$ cat config.mk
export PLATFORM = sky130hd
export DESIGN_NAME = apb_slave_mem_flat
export DESIGN_NICKNAME = d
export VERILOG_FILES = /design/src/rtl/apb_pkg.sv /design/src/rtl/apb_slave_mem_if.sv /design/src/rtl/apb_slave_storage.sv /design/src/rtl/apb_slave_mem.sv /design/src/flat_wrapper.sv
export SDC_FILE = /design/constraint.sdc
export NUM_CORES = 1
export LEC_CHECK = 0
export CAP_MARGIN = 20
export CORE_UTILIZATION = 50
export DETAILED_ROUTE_END_ITERATION = 10
export PLACE_DENSITY = 0.68
export SETUP_SLACK_MARGIN = 0.05
export SLEW_MARGIN = 30
export SYNTH_ARGS = -nofsm -noshare
export SYNTH_HDL_FRONTEND = slang
export SYNTH_SLANG_ARGS = --single-unit
$ cat constraint.sdc
create_clock -name Pclk -period 2.8 [get_ports Pclk]
set_input_delay 0.56 -clock Pclk [delete_from_list [all_inputs] [get_ports Pclk]]
set_output_delay 0.56 -clock Pclk [all_outputs]
set_load 0.005 [all_outputs]
$ cat src/rtl/apb_pkg.sv
// Shared APB completer types and bus widths.
// Latency: n/a (types and constants only).
// Backpressure: n/a.
package apb_pkg;

  localparam int APB_DW   = 32;
  localparam int APB_AW   = 32;
  localparam int APB_NSEL = 3;

  typedef enum logic [1:0] {
    APB_IDLE,
    APB_SETUP,
    APB_ACCESS
  } apb_slv_state_t;

endpackage

$ cat src/rtl/apb_slave_mem_if.sv
// APB bus bundle between the bridge (master) and one completer (slave).
// Latency: n/a (wires only).
// Backpressure: completer stalls the master by holding Pready low.
interface apb_slave_mem_if;
  import apb_pkg::*;

  logic [APB_NSEL-1:0] Pselx;
  logic                Penable;
  logic                Pwrite;
  logic [APB_AW-1:0]   Paddr;
  logic [APB_DW-1:0]   Pwdata;
  logic [APB_DW-1:0]   Prdata;
  logic                Pready;
  logic                Pslverr;

  modport master (
    output Pselx, Penable, Pwrite, Paddr, Pwdata,
    input  Prdata, Pready, Pslverr
  );

  modport slave (
    input  Pselx, Penable, Pwrite, Paddr, Pwdata,
    output Prdata, Pready, Pslverr
  );

endinterface

$ cat src/rtl/apb_slave_storage.sv
// DEPTH x 32-bit word store with one shared index for read and write.
// Latency: combinational read of the current contents, write lands on the next edge.
// Backpressure: none; the caller decides when wr_en is asserted.
module apb_slave_storage #(
  parameter  int DEPTH = 16,
  localparam int IW    = $clog2(DEPTH)
) (
  input  logic          clk,
  input  logic          rst_n,
  input  logic          wr_en,
  input  logic [IW-1:0] idx,
  input  logic [31:0]   wr_dat,
  output logic [31:0]   rd_dat
);

  logic [31:0] mem_q [DEPTH];
  logic [31:0] mem_d [DEPTH];

  // Next contents: hold, or replace the addressed word on a write.
  always_comb begin
    mem_d = mem_q;
    if (wr_en) begin
      mem_d[idx] = wr_dat;
    end
  end

  // Word array; synchronous reset clears every entry.
  always_ff @(posedge clk) begin
    if (!rst_n) begin
      for (int i = 0; i < DEPTH; i++) begin
        mem_q[i] <= '0;
      end
    end else begin
      mem_q <= mem_d;
    end
  end

  // Read returns the pre-write value when a write hits the same edge.
  assign rd_dat = mem_q[idx];

endmodule

$ cat src/rtl/apb_slave_mem.sv
// APB completer serving word reads/writes from a local array, with bad-address error.
// Latency: 2 + WAIT_STATES cycles per transfer, all outputs registered.
// Backpressure: Pready held low for WAIT_STATES ACCESS cycles; master must hold the bus.
module apb_slave_mem
  import apb_pkg::*;
#(
  parameter int          SLV_ID      = 0,
  parameter logic [31:0] BASE_ADDR   = 32'h8000_0000,
  parameter int          DEPTH       = 16,
  parameter int          WAIT_STATES = 0
) (
  input  logic             Pclk,
  input  logic             Presetn,
  apb_slave_mem_if.slave   bus,
  output logic             proto_err
);

  localparam int                  IW       = $clog2(DEPTH);
  localparam logic [APB_AW-1:0]   END_ADDR = BASE_ADDR + APB_AW'(4 * DEPTH);
  localparam logic [3:0]          WS       = 4'(WAIT_STATES);
  localparam logic [APB_NSEL-1:0] SEL_MASK = APB_NSEL'(1) << SLV_ID;

  apb_slv_state_t    state_q, state_d;
  logic [APB_AW-1:0] addr_q, addr_d;
  logic              write_q, write_d;
  logic [APB_DW-1:0] wdata_q, wdata_d;
  logic [3:0]        cnt_q, cnt_d;
  logic [APB_DW-1:0] prdata_q, prdata_d;
  logic              pready_q, pready_d;
  logic              pslverr_q, pslverr_d;
  logic              proto_err_q, proto_err_d;

  logic              sel;
  logic              addr_err;
  logic [IW-1:0]     idx;
  logic [APB_DW-1:0] rd_dat;
  logic              mem_we;
  logic [APB_DW-1:0] rsp_dat;

  // A select on any other Pselx bit looks exactly like no select.
  assign sel      = |(bus.Pselx & SEL_MASK);
  assign addr_err = (addr_q[1:0] != 2'b00) || (addr_q < BASE_ADDR) || (addr_q >= END_ADDR);
  assign idx      = IW'((addr_q - BASE_ADDR) >> 2);
  // Errored transfers and writes return zero read data.
  assign rsp_dat  = (addr_err || write_q) ? '0 : rd_dat;

  apb_slave_storage #(.DEPTH(DEPTH)) u_storage (
    .clk    (Pclk),
    .rst_n  (Presetn),
    .wr_en  (mem_we),
    .idx    (idx),
    .wr_dat (wdata_q),
    .rd_dat (rd_dat)
  );

  // Transfer FSM: capture in IDLE, arm wait counter in SETUP, count and complete in ACCESS.
  always_comb begin
    state_d     = state_q;
    addr_d      = addr_q;
    write_d     = write_q;
    wdata_d     = wdata_q;
    cnt_d       = cnt_q;
    prdata_d    = prdata_q;
    pready_d    = pready_q;
    pslverr_d   = pslverr_q;
    proto_err_d = proto_err_q;
    mem_we      = 1'b0;
    unique case (state_q)
      APB_IDLE: begin
        pready_d  = 1'b0;
        pslverr_d = 1'b0;
        prdata_d  = '0;
        if (sel && !bus.Penable) begin
          state_d = APB_SETUP;
          addr_d  = bus.Paddr;
          write_d = bus.Pwrite;
          wdata_d = bus.Pwdata;
        end else if (sel && bus.Penable) begin
          proto_err_d = 1'b1;
        end
      end
      APB_SETUP: begin
        state_d = APB_ACCESS;
        cnt_d   = WS;
        if (WS == 4'd0) begin
          pready_d  = 1'b1;
          pslverr_d = addr_err;
          prdata_d  = rsp_dat;
        end
      end
      APB_ACCESS: begin
        if (cnt_q != 4'd0) begin
          if (!sel || !bus.Penable) begin
            // Master walked away mid-transfer: drop it without touching memory.
            state_d     = APB_IDLE;
            proto_err_d = 1'b1;
            pready_d    = 1'b0;
            pslverr_d   = 1'b0;
            prdata_d    = '0;
          end else begin
            cnt_d = cnt_q - 4'd1;
            if (cnt_q == 4'd1) begin
              pready_d  = 1'b1;
              pslverr_d = addr_err;
              prdata_d  = rsp_dat;
            end
          end
        end else begin
          // Pready is high this cycle: commit the write and clear the response.
          mem_we    = write_q && !addr_err;
          pready_d  = 1'b0;
          pslverr_d = 1'b0;
          prdata_d  = '0;
          if (sel && !bus.Penable) begin
            state_d = APB_SETUP;
            addr_d  = bus.Paddr;
            write_d = bus.Pwrite;
            wdata_d = bus.Pwdata;
          end else begin
            state_d = APB_IDLE;
          end
        end
      end
      default: state_d = APB_IDLE;
    endcase
  end

  // State, capture and output registers with synchronous active-low reset.
  always_ff @(posedge Pclk) begin
    if (!Presetn) begin
      state_q     <= APB_IDLE;
      addr_q      <= '0;
      write_q     <= 1'b0;
      wdata_q     <= '0;
      cnt_q       <= '0;
      prdata_q    <= '0;
      pready_q    <= 1'b0;
      pslverr_q   <= 1'b0;
      proto_err_q <= 1'b0;
    end else begin
      state_q     <= state_d;
      addr_q      <= addr_d;
      write_q     <= write_d;
      wdata_q     <= wdata_d;
      cnt_q       <= cnt_d;
      prdata_q    <= prdata_d;
      pready_q    <= pready_d;
      pslverr_q   <= pslverr_d;
      proto_err_q <= proto_err_d;
    end
  end

  assign bus.Prdata  = prdata_q;
  assign bus.Pready  = pready_q;
  assign bus.Pslverr = pslverr_q;
  assign proto_err   = proto_err_q;

endmodule

$ cat src/flat_wrapper.sv
// flat-port wrapper written by rule: the top's interface ports become plain ports
module apb_slave_mem_flat import apb_pkg::*;
#(
  parameter int          SLV_ID      = 0,
  parameter logic [31:0] BASE_ADDR   = 32'h8000_0000,
  parameter int          DEPTH       = 16,
  parameter int          WAIT_STATES = 0
)
  (Pclk, Presetn, proto_err, bus_Pselx, bus_Penable, bus_Pwrite, bus_Paddr, bus_Pwdata, bus_Prdata, bus_Pready, bus_Pslverr);
  apb_slave_mem_if bus_i ();
  input  logic Pclk;
  input  logic Presetn;
  output logic proto_err;
  input wire logic [$bits(bus_i.Pselx)-1:0] bus_Pselx;
  input wire logic [$bits(bus_i.Penable)-1:0] bus_Penable;
  input wire logic [$bits(bus_i.Pwrite)-1:0] bus_Pwrite;
  input wire logic [$bits(bus_i.Paddr)-1:0] bus_Paddr;
  input wire logic [$bits(bus_i.Pwdata)-1:0] bus_Pwdata;
  output wire logic [$bits(bus_i.Prdata)-1:0] bus_Prdata;
  output wire logic [$bits(bus_i.Pready)-1:0] bus_Pready;
  output wire logic [$bits(bus_i.Pslverr)-1:0] bus_Pslverr;
  assign bus_i.Pselx = bus_Pselx;
  assign bus_i.Penable = bus_Penable;
  assign bus_i.Pwrite = bus_Pwrite;
  assign bus_i.Paddr = bus_Paddr;
  assign bus_i.Pwdata = bus_Pwdata;
  assign bus_Prdata = bus_i.Prdata;
  assign bus_Pready = bus_i.Pready;
  assign bus_Pslverr = bus_i.Pslverr;
  apb_slave_mem #(.SLV_ID(SLV_ID), .BASE_ADDR(BASE_ADDR), .DEPTH(DEPTH), .WAIT_STATES(WAIT_STATES)) u_core (.Pclk(Pclk), .Presetn(Presetn), .bus(bus_i), .proto_err(proto_err));
endmodule
; Word-level counts from Yosys, hierarchy flattened
; Cells that the tools add are included.
[op_classes]
addsub = 2
order_cmp = 4
eq_ne = 12
muxes = 43
bitwise_logic = 1
n_reduce_logical = 22
[op_table]
columns = op, count
row1 = bitwise mux 512 bit, 1
row2 = 2-to-1 mux 32 bit, 11
row3 = binary-select mux 32 bit (select 4 bit), 1
row4 = demux 32 bit (select 4 bit), 1
row5 = case mux 32 bit (2 select lines), 2
row6 = case mux 32 bit (3 select lines), 1
row7 = greater-or-equal comparator 32 bit (second input constant), 1
row8 = less-than comparator 32 bit (second input constant), 1
row9 = 2-to-1 mux 1 bit, 15
row10 = 2-to-1 mux 4 bit, 2
row11 = inequality test 2 x 1 -> 1 bit (second input constant), 4
row12 = case mux 4 bit (2 select lines), 1
row13 = 2-to-1 mux 2 bit, 3
row14 = inequality test 2 bit (second input constant), 3
row15 = case mux 1 bit (3 select lines), 2
row16 = case mux 2 bit (3 select lines), 1
row17 = AND reduction 2 bit, 3
row18 = nonzero test 2 bit, 3
row19 = subtractor 6 x 1 -> 6 bit (second input constant), 1
row20 = greater-or-equal comparator 5 bit (second input constant), 1
row21 = less-than comparator 5 x 1 -> 1 bit (second input constant), 1
row22 = NOT 4 -> 5 bit, 1
row23 = AND reduction 5 bit, 1
row24 = == test 4 x 1 -> 1 bit (second input constant), 1
row25 = 13 further kinds, 22
[word_totals]
reg_bits = 618
in_bits = 71
elab_cells = 109

; Logic depth before layout (Yosys ltp)
[depth]
depth_word = 10
depth_mapped = 9
ltp_nobuf = 6

; By module
; From an unflattened synthesis, not the netlist that was laid out.
[unflattened]
cells_unflattened = 3128
area_unflattened_um2 = 28571.2
[modules_own_cells]
columns = mod, instances, cells_each, area_per_inst_um2, seq_area_each_um2
row1 = apb_slave_storage, 1, 2690, 24652.4, 10249.8
row2 = apb_slave_mem, 1, 438, 3918.8, 2122.0

; Worst setup path before layout
; OpenSTA, ideal clock, no wires.
[synth_path]
kind = register to register
start = reg u_core.state_q[0]
end = reg u_core.u_storage.mem_q[100] (netlist name)
setup_time_ns = 0.072
t_arrival_ns = 1.956
required_time_ns = 2.728
slack_ns = 0.772
stages_incl_launch_ff = 8
n_path_buf = 2
period_less_slack_ns = 2.028
cell_sequence = dfxtp_1 inv_1 ha_1 nand3_4 buf_4 nor4_4 buf_6 mux2i_1
[synth_via]
elab_chain_len = 2
[synth_rtl]
columns = item, line_no
row1 = start: declaration, apb_slave_mem.sv:23  ; apb_slv_state_t state_q, state_d;
row2 = start signal: assignment, apb_slave_mem.sv:141  ; state_q <= state_d;
row3 = == test 2 bit, apb_slave_mem.sv:68  ; unique case (state_q)
row4 = 2-to-1 mux 1 bit, apb_slave_mem.sv:68
row5 = end signal: assignment, apb_slave_storage.sv:34  ; mem_q <= mem_d;
row6 = end: declaration, apb_slave_storage.sv:16  ; logic [31:0] mem_q [DEPTH];
; No other way between the ends.
; A chain may end at the register's enable or synchronous reset.

; Final worst setup path
[layout_path]
start = reg u_core.addr_q[3]
end = reg u_core.prdata_q[21] (netlist: u_core.bus.Prdata[21])
[layout_via]
elab_chain_len = 10
word_cells_on_any_way = 15
[layout_rtl]
columns = item, line_no
row1 = start: declaration, apb_slave_mem.sv:24  ; logic [APB_AW-1:0] addr_q, addr_d;
row2 = start signal: assignment, apb_slave_mem.sv:142  ; addr_q <= addr_d;
row3 = subtractor 6 x 1 -> 6 bit, apb_slave_mem.sv:43  ; assign idx = IW'((addr_q - BASE_ADDR) >> 2);
row4 = NOT 4 -> 5 bit (implied by the code), apb_slave_storage.sv:39  ; assign rd_dat = mem_q[idx];
row5 = binary-select mux 32 bit (select 4 bit), apb_slave_storage.sv:39
row6 = 2-to-1 mux 32 bit (implied by the code) (2 in series), apb_slave_storage.sv:39
row7 = 2-to-1 mux 32 bit (*), apb_slave_mem.sv:45  ; assign rsp_dat = (addr_err || write_q) ? '0 : rd_dat;
row8 = 2-to-1 mux 32 bit, apb_slave_mem.sv:102  ; if (cnt_q == 4'd1) begin
row9 = 2-to-1 mux 32 bit, apb_slave_mem.sv:93  ; if (!sel || !bus.Penable) begin
row10 = 2-to-1 mux 32 bit, apb_slave_mem.sv:92  ; if (cnt_q != 4'd0) begin
row11 = case mux 32 bit (3 select lines) (*), apb_slave_mem.sv:68
row12 = end signal: assignment, apb_slave_mem.sv:146  ; prdata_q <= prdata_d;
row13 = end: declaration, apb_slave_mem.sv:28  ; logic [APB_DW-1:0] prdata_q, prdata_d;
; Mark *: on every way between the ends. The rest lies on a longest branch, timed or not. The select of a mux whose other input is x is not followed.

==> reports/metrics.cfg <==
[sta]
rsz0062_at_grt=false
worst-slew-pin-transition_ns=0.809
fin_crit_ns=2.42
final.period_utilization_pct=86.3
setup_viol=0
skew_ns=0.0222
relSlewSlack_pct=46.1
report.final.slew_viol_count=0
whs_ns=0.297
hold_viol_final=0
fmax_mhz=414
fin_tns_setup_ns=0

[synthesis]
ys.flop_type=dfxtp_1
synth-seq-cells=618
syn-cell-area_um2=26800
yosysWarningCount=0
yosysTopAreaCell=dfxtp_1
syn_inst=2504
synth.distinct_cells=50
synth_nets=2582
synth_area_leaders=dfxtp_1, mux2i_1, mux4_2, nand2_1, a22o_1
synth.top_cell.area_share_pct=46.1
synthArstFlopShare_pct=0
syn_avg_cell_area_um2=10.7
synth-edff-count=0
synth_common_cells=nand2_1, dfxtp_1, mux2i_1, mux4_2, clkbuf_1
synth_most_common_cell=nand2_1
ys_seq_area_share_pct=46.1

[final_layout]
drive_gt1_share_pct=14.6
fin_util_pct=57.8
antenna_cells=0
final_area_um2=30500
area_growth_pct=13.7
nNetsFinal=2593

[grt]
grt-ovfl-total=0
grt_pass1_vias=18900
antenna_found_initial=0
grt_first_pass_wirelength_um=105000
gr-usage-all-layers_pct=24.9
grt_max_degree=139

[die]
io_pins=106
core_um2=52800
rows=84
die_w_um=234
die_area_um2=54600
die-height_um=234
start_util_pct=50.8

[clock_tree]
cts-resized-gates=0
clockBufferDepth=3
holdBufCountCts=0
numCtsBuffers=61
root_buffer=clkbuf_16
clk_pin_slew_ns=0.06
clock_latency_ns=0.63
cts_tree=done
htreeDepth=2
cts.sinks=618
postCtsSetupBuffers=0

[drt]
drt_iter0_drc=1334
dr_wl_met2_um=33000
final_antenna_net_count=0
wl_um=68000
wire_per_inst_um=20.9
wl_met1_um=30000
post-route-drc-count=6
wl_met3_um=2900
top_layer=met4
via_per_inst=5.75
firstDrtPassIters=8
vias=18700

[critical_path]
required_ns=3.28
cp-start-kind=flip-flop
worstSetupPathType=reg -> reg
endpoint_kind=flip-flop
arrival_ns=2.90
cp_max_fo=40

[outcome]
violations=DRC
outcome=finished with violations

[flow_run]
drv_cap=0

[placed_design]
dp_hpwl_um=38900
routabilityCongestion=0.760
dpl_cell_area_um2=28400
placement.io_buffers=103

[power]
ir_worst_vdd_v=0.000433
p_total_mw=18.8
leakage_nw=9.83
p_per_area_nw_per_um2=617

[worst_hold_path]
hold_path_class=in -> reg

[per-layer routing]
layer	global-route usage, %	up-vias
met2	42.5	460
li1	-	8741
met3	3.05	135
met1	32.3	9356
met4	8.95	0
met5	0	-
[area by class of cell]
| cell class | instances | area, µm² |
|---|---|---|
| clock buffer | 88 | 1820 |
| multi-input combinational | 1647 | 13100 |
| timing repair buffer | 180 | 2050 |
| clock inverter | 22 | 219 |
| fill | 4322 | 22300 |
| tap | 688 | 861 |
| sequential | 618 | 12400 |
| inverter | 7 | 26.3 |
[worst paths after layout]
path / from / to / slack (ns) / depth (start not counted)
max reg2reg: u_core.addr_q[3] / u_core.bus.Prdata[21] / 0.38 / 5
max: u_core.addr_q[3] / u_core.bus.Prdata[21] / 0.38 / 5
min: Presetn / u_core.u_storage.mem_q[256] / 0.30 / 3
min reg2reg: u_core.bus.Pslverr / u_core.bus.Pslverr / 0.45 / 2
[kinds of logic after synthesis]
group,after synthesis,share of synthesized area [%]
simple gates,818,13.3
mux,642,29.9
flops,618,46.1
buf+inv,239,5.08
compound gates,179,5.21
fa+ha+maj,7,0.327
xor+xnor,1,0.0327
[cell usage in the layout, fill, tap and decap left out, drive strengths merged, types with 2 or more instances in the layout]
cell and instances:
ha 7, nor2 39, clkdlybuf4s50 102, or4 2
o31ai 33, or3b 2, bufinv 4, mux2i 513
nand4 9, dfxtp 618, and2 2, nand2 682
or3 2, nand3 45, o21a 2, clkinv 17
clkbuf 88, a21oi 72, nor2b 7, mux4 128
inv 8, nor4 22, a22o 64, o21ai 3
buf 78
[flip-flops by register name, summed over array words and instances, names as in the netlist]
register / cells
u_core.bus.Pslverr: 1
u_core.proto_err: 1
u_core.u_storage.mem_q: 512
u_core.bus.Prdata: 32
u_core.cnt_q: 4
u_core.state_q: 2
u_core.addr_q: 32
u_core.wdata_q: 32
u_core.write_q: 1
u_core.bus.Pready: 1
[worst max-delay path, stage by stage, from the launching register on]
cell and delay [ns]:
dfxtp_4 0.80, buf_4 0.35, mux4_2 0.34, a22o_1 0.24, nor2_1 0.38, o31ai_2 0.09
[where the power goes]
group / leakage (nW) / switching (mW) / internal (mW) / total (mW)
combinational: 3.82 / 0.988 / 0.515 / 1.50
sequential: 4.98 / 0.118 / 8.89 / 9.01
clock: 1.03 / 3.45 / 4.85 / 8.29
[stage by stage]
step / std cells / setup slack (ns)
after floorplan: 2504 / 0.772
after global placement: 3140 / 0.424
after detailed placement: 3140 / 0.343
after CTS: 3250 / 0.390
after global routing: 3250 / 0.256
final: 3250 / 0.382
No activity file was read; power rests on OpenSTA's default activity.
